==> src/rtl/time_elapsed.sv <==
// rtl/time_elapsed.sv - free-running mm:ss stopwatch with 1 Hz prescaler
// Optional build macro TIME_ELAPSED_SATURATE_EN: hold at 59:59 instead of wrapping to 00:00.
module time_elapsed #(
    parameter int TICKS_PER_SEC = 100000000
) (
    output logic [5:0] mm,
    output logic [5:0] ss,
    input  logic       clk,
    input  logic       rst
);

    localparam int PW = (TICKS_PER_SEC > 1) ? $clog2(TICKS_PER_SEC) : 1;
    localparam logic [PW-1:0] PRESC_LAST = PW'(TICKS_PER_SEC - 1);

    logic [PW-1:0] r_presc;
    logic [5:0]    r_mm;
    logic [5:0]    r_ss;
    logic          w_tick;
    logic          w_sec_wrap;
    logic          w_min_wrap;
    logic          w_hold;

    assign w_tick     = (r_presc == PRESC_LAST);
    assign w_sec_wrap = (r_ss == 6'd59);
    assign w_min_wrap = (r_mm == 6'd59);

`ifdef TIME_ELAPSED_SATURATE_EN
    assign w_hold = w_sec_wrap && w_min_wrap;
`else
    assign w_hold = 1'b0;
`endif

    // The prescaler keeps running even while saturated; only mm/ss freeze.
    always_ff @(posedge clk or posedge rst) begin
        if (rst) begin
            r_presc <= '0;
        end else if (w_tick) begin
            r_presc <= '0;
        end else begin
            r_presc <= r_presc + 1'b1;
        end
    end

    always_ff @(posedge clk or posedge rst) begin
        if (rst) begin
            r_ss <= '0;
            r_mm <= '0;
        end else if (w_tick && !w_hold) begin
            if (w_sec_wrap) begin
                r_ss <= '0;
                r_mm <= w_min_wrap ? 6'd0 : r_mm + 6'd1;
            end else begin
                r_ss <= r_ss + 6'd1;
            end
        end
    end

    assign mm = r_mm;
    assign ss = r_ss;

endmodule

==> config.mk <==
export PLATFORM = sky130hd
export DESIGN_NAME = time_elapsed
export DESIGN_NICKNAME = d
export VERILOG_FILES = /design/src/rtl/time_elapsed.sv
export SDC_FILE = /design/constraint.sdc
export NUM_CORES = 1
export LEC_CHECK = 0
export BUFFER_PORTS_ARGS = -buffer_cell sky130_fd_sc_hd__buf_2
export CAP_MARGIN = 20
export CORE_UTILIZATION = 30
export CTS_BUF_LIST = sky130_fd_sc_hd__clkbuf_4
export DETAILED_ROUTE_END_ITERATION = 12
export PLACE_DENSITY = 0.48
export SYNTH_ARGS = -nofsm -noshare
export SYNTH_HDL_FRONTEND = slang
export SYNTH_SLANG_ARGS = --single-unit
==> constraint.sdc <==
create_clock -name clk -period 1.66 [get_ports clk]
set_clock_uncertainty 0.1 [all_clocks]
set_input_delay 0.166 -clock clk [delete_from_list [all_inputs] [get_ports clk]]
set_output_delay 0.166 -clock clk [all_outputs]
set_load 0.1 [all_outputs]
* Word level (Yosys, flattened, before mapping)
Index checks and enable logic that the tools add are counted.
Word-level totals: logic and storage cells 13, input port bits 2, register bits after elaboration 39, output and inout port bits 12
Operators by class: eq/ne operators 3, add/sub/neg operators 3, muxes and demuxes 3, reduce and logical (&&, ||, !) cells 1
Operator list (count):
- $add A27 B1 Y27 const B | 1
- $eq A27 B27 Y1 const B | 1
- $mux W27 | 1
- $add A6 B1 Y6 const B | 2
- $eq A6 B6 Y1 const B | 2
- $mux W6 | 2
- $reduce_and A2 Y1 | 1

* Depth between registers and ports, before layout
word-level depth 2, mapped depth 6, gate-level depth less buffers 5

* Least setup slack after synthesis
OpenSTA, ideal clock, no wires.
path kind register -> register, start register r_ss[0], in the netlist ss[0], end register r_mm[5], in the netlist mm[5], buffers on the path 0, data arrival time 2.299 ns, data required time 1.436 ns, setup time 0.124 ns, slack -0.863 ns, stages on the path, launching flop included 6, period minus slack after synthesis 2.523 ns, cell sequence dfrtp_1 ha_1 nor2b_1 nand2_1 or3_4 a211o_1
On the way: cells in the longest elaborated chain, start to end 2
Ends and longest elaborated chain:
- from (decl) | RTL line 17 | logic [5:0] r_ss;
- from (signal assigned) | RTL line 53 | r_ss <= r_ss + 6'd1;
- $eq A6 B6 Y1 | RTL line 24 | assign w_sec_wrap = (r_ss == 6'd59);
- $reduce_and A2 Y1 (no line)
- to (signal assigned) | RTL line 51 | r_mm <= w_min_wrap ? 6'd0 : r_mm + 6'd1;
- to (decl) | RTL line 16 | logic [5:0] r_mm;
No other way between the ends. A chain may end at the register's enable or synchronous reset.

* Final worst setup path
start register r_presc[0], end register r_presc[26]
On the way: cells in the longest elaborated chain, start to end 2, elaborated cells on any way between the ends 3, classes of those cells add/sub: 1; eq/ne: 1; mux: 1
Ends and longest elaborated chain:
- from (decl) | RTL line 15 | logic [PW-1:0] r_presc;
- from (signal assigned) | RTL line 40 | r_presc <= r_presc + 1'b1;
- $add A27 B1 Y27 or $eq A27 B27 Y1 (tied branches) | RTL line 40, 23
- $mux W27 (*) | RTL line 37 | end else if (w_tick) begin
Mark *: on every way between the ends. The rest lies on a longest branch, timed or not.

==> results.toml <==
[run_status]
status = "finished, violations left"
violations = "negative setup slack"

[die]
die_height_um = 85.2
die_w_um = 85.2
ioPinCount = 14
dieArea_um2 = 7260
coreArea_um2 = 6530
initial_core_util = 0.318
num_rows = 29

[final_layout]
final_cells = 362
multi_input_area_um2 = 1310
fill_cells = 607
area_growth_pct = 54.7
seqCellArea_um2 = 1010
antenna_cells = 0
fin_nets = 289
drive_gt1_frac = 0.540

[power_and_ir_drop]
total_power_mw = 1.80
powerDensity_nw_per_um2 = 561
ir_worst_vdd_v = 0.000343
power.leakage_nw = 1.48

[worst_hold_path]
hold_class = "input port to async pin"

[timing]
finalMaxSlewViolations = 0
tightestPinTransition_ps = 487
hold_slack_ps = 307
hold_viol_final = 0
finalSetupTns_ps = -3790
layout_setup_ws_ps = -210
final.min_clock_period_ps = 1870
setup_violations = 28
finalCritPeriodShare = 1.13
max_freq_mhz = 535
rsz0062_at_grt = "yes"
slew_headroom = 0.677

[critical_path]
cp_slowest_cell = "or4_4"
reg2reg_to = "r_presc[26]"
critPathMaxStageDelay_ps = 500
path_cells = "ha_2 -> and4_4 -> buf_6 -> nand3_4 -> or4_4 -> a21oi_2"
end_kind = "flip-flop"
r2r_start = "r_presc[0]"
crit_fanout = 5
r2r_slack_ps = -210
endpoint = "r_presc[26]"
worstPathRequired_ps = 1860
rr_worst_depth = 6
path_class = "flip-flop to flip-flop"
cp-start-kind = "flip-flop"
startpoint = "r_presc[0]"
cp.arrival_ps = 2060

[clock_tree]
clock_latency_ps = 350
clock_sinks = 39
cts_tree = "yes"
cts.clk_slew.worst_paths_ps = 130
cts_root_buffer = "clkbuf_4"
htreeDepth = 2
clockBufferDepth = 2
numCtsBuffers = 5

[logic_synthesis]
syn_nets = 205
synth.avg_cell_area_um2 = 10.4
synth_edf_count = 0
synth-main-ff-cell = "dfrtp_1"
seq_area_frac_synth = 0.470
async_flop_share = 1.00
ys_ff_latch = 39
syn_area_um2 = 2080
syn_inst = 200
yosys_warnings = 0
synthDistinctLibCells = 46

[route]
wirelength_um = 5620
via_per_inst = 5.29
drtIter0Drc = 105
vias = 1916
antenna_violating_nets_post_route = 0
wire_per_inst_um = 15.5
remaining_drc_errors = 0
firstDrtPassIters = 5

[place]
place_inst = 343
gp_congestion = 0.777
port_buffers = 13
preCtsSetupSlack_ps = -253
hpwl_um = 3730

[global_routing]
overflow = 0
grt_pass1_vias = 1962
grt_usage = 0.168
grt_max_degree = 40
grt_pass1_wl_um = 9530
antenna_found_initial = 0

[flow_run]
maxCapViolCount = 0
==> synthesized netlist by cell type, types with 2 or more instances <==
library cell,instances,area [um^2]
xnor2_1,4,35.0
or4_1,8,60.1
nand2_1,13,48.8
o31a_1,2,17.5
buf_2,6,30.0
a21oi_1,8,40.0
nor2_1,9,33.8
nand4_1,5,31.3
and3_1,3,18.8
mux2_2,4,45.0
and4_1,4,35.0
inv_1,7,26.3
o21a_1,3,22.5
nor3_1,9,45.0
mux2i_1,2,20.0
nand4_2,2,25.0
nor4_1,2,12.5
or3_1,2,12.5
nand2b_1,2,12.5
nor2b_1,2,12.5
nand3_1,14,70.1
xor2_1,8,70.1
o21ai_0,3,15.0
dfrtp_1,39,976
o41ai_1,2,17.5
o31ai_1,13,97.6
o21ai_1,2,10.0
ha_1,3,37.5
o211ai_1,2,15.0
==> cells in the final DEF (no fill, tap or decap), types with 3 or more instances in the layout <==
cell / instances
or4_4: 5
nand2_1: 11
o41ai_2: 3
a21oi_2: 4
and4_4: 3
a21oi_1: 4
buf_6: 12
inv_1: 7
dfrtp_4: 7
xnor2_1: 4
nand4_1: 5
or4_1: 3
clkbuf_4: 7
buf_4: 55
dfrtp_1: 26
nand3_1: 13
mux2_4: 4
nor3_4: 6
dfrtp_2: 6
o31ai_2: 4
buf_2: 12
o31ai_1: 9
xor2_1: 8
o21a_1: 3
nor2_1: 7
==> metrics by stage <==
stage / area [um^2] / util
after floorplan: 2210 / -
after global placement: 2800 / 0.429
after detailed placement: 2800 / 0.429
after CTS: 3090 / 0.473
after global routing: 3210 / 0.492
final: 3210 / 0.492
==> power breakdown <==
part | internal [mW] | switching [mW] | leakage [nW]
logic | 0.00744 | 0.0205 | 0.920
clock network | 0.486 | 0.339 | 0.0559
registers | 0.949 | 0 | 0.506
total | 1.44 | 0.360 | 1.48
==> registers in the layout, summed over array words and instances, names as in the netlist <==
signal and cells:
mm 6, r_presc 27, ss 6
==> timing repair <==
item,4_1_cts,5_1_grt
pin swaps,15,13
setup endpoints to repair,33,34
gates cloned,2,0
gates resized for setup,25,29
endpoints found under the hold margin,39,0
setup buffers,6,2
hold buffers,1,0
==> per-layer routing <==
layer | part of all wire | global-route usage | vias up | wire (um)
met4 | 0.0082 | 0.0508 | 0 | 46
met2 | 0.45 | 0.251 | 30 | 2500
met3 | 0.037 | 0.0311 | 5 | 208
met5 | 0 | 0 | - | 0
li1 | - | - | 937 | -
met1 | 0.51 | 0.248 | 944 | 2860
==> area by class of cell <==
| class | instances | area share |
|---|---|---|
| repair buffers | 83 | 0.207 |
| clock inverters | 2 | 0.0187 |
| flip-flops and latches | 39 | 0.314 |
| inverters | 7 | 0.00817 |
| well taps | 77 | 0.0300 |
| multi-input cells | 148 | 0.408 |
| clock buffers | 6 | 0.0140 |
==> worst max-delay path, delay by kind of cell, from the launching register on <==
family	cells	cell delay, ps
buf+inv	1	140
simple gates	3	870
fa+ha+maj	1	190
flops	1	390
compound gates	1	140
==> how the worst min path moves through the flow <==
stage               from     endpoint  slack [ps]  cells after the start
finish               rst        ss[0]         310                      4
global route         rst  r_presc[17]         310                      4
CTS                  rst  r_presc[17]         290                      4
detailed placement   rst        ss[0]         150                      3
global placement     rst   r_presc[7]         140                      3
floorplan            rst        mm[0]         270                      1
==> kinds of logic after synthesis <==
group                      synth area share
DFF                                   0.470
xor gates and xnor gates             0.0506
and+or+nand+nor                       0.251
buffers and inverters                0.0289
muxes                                0.0367
adders and majority gates            0.0181
AOI/OAI and AO/OA                     0.145
(Power assumes the default switching activity.)
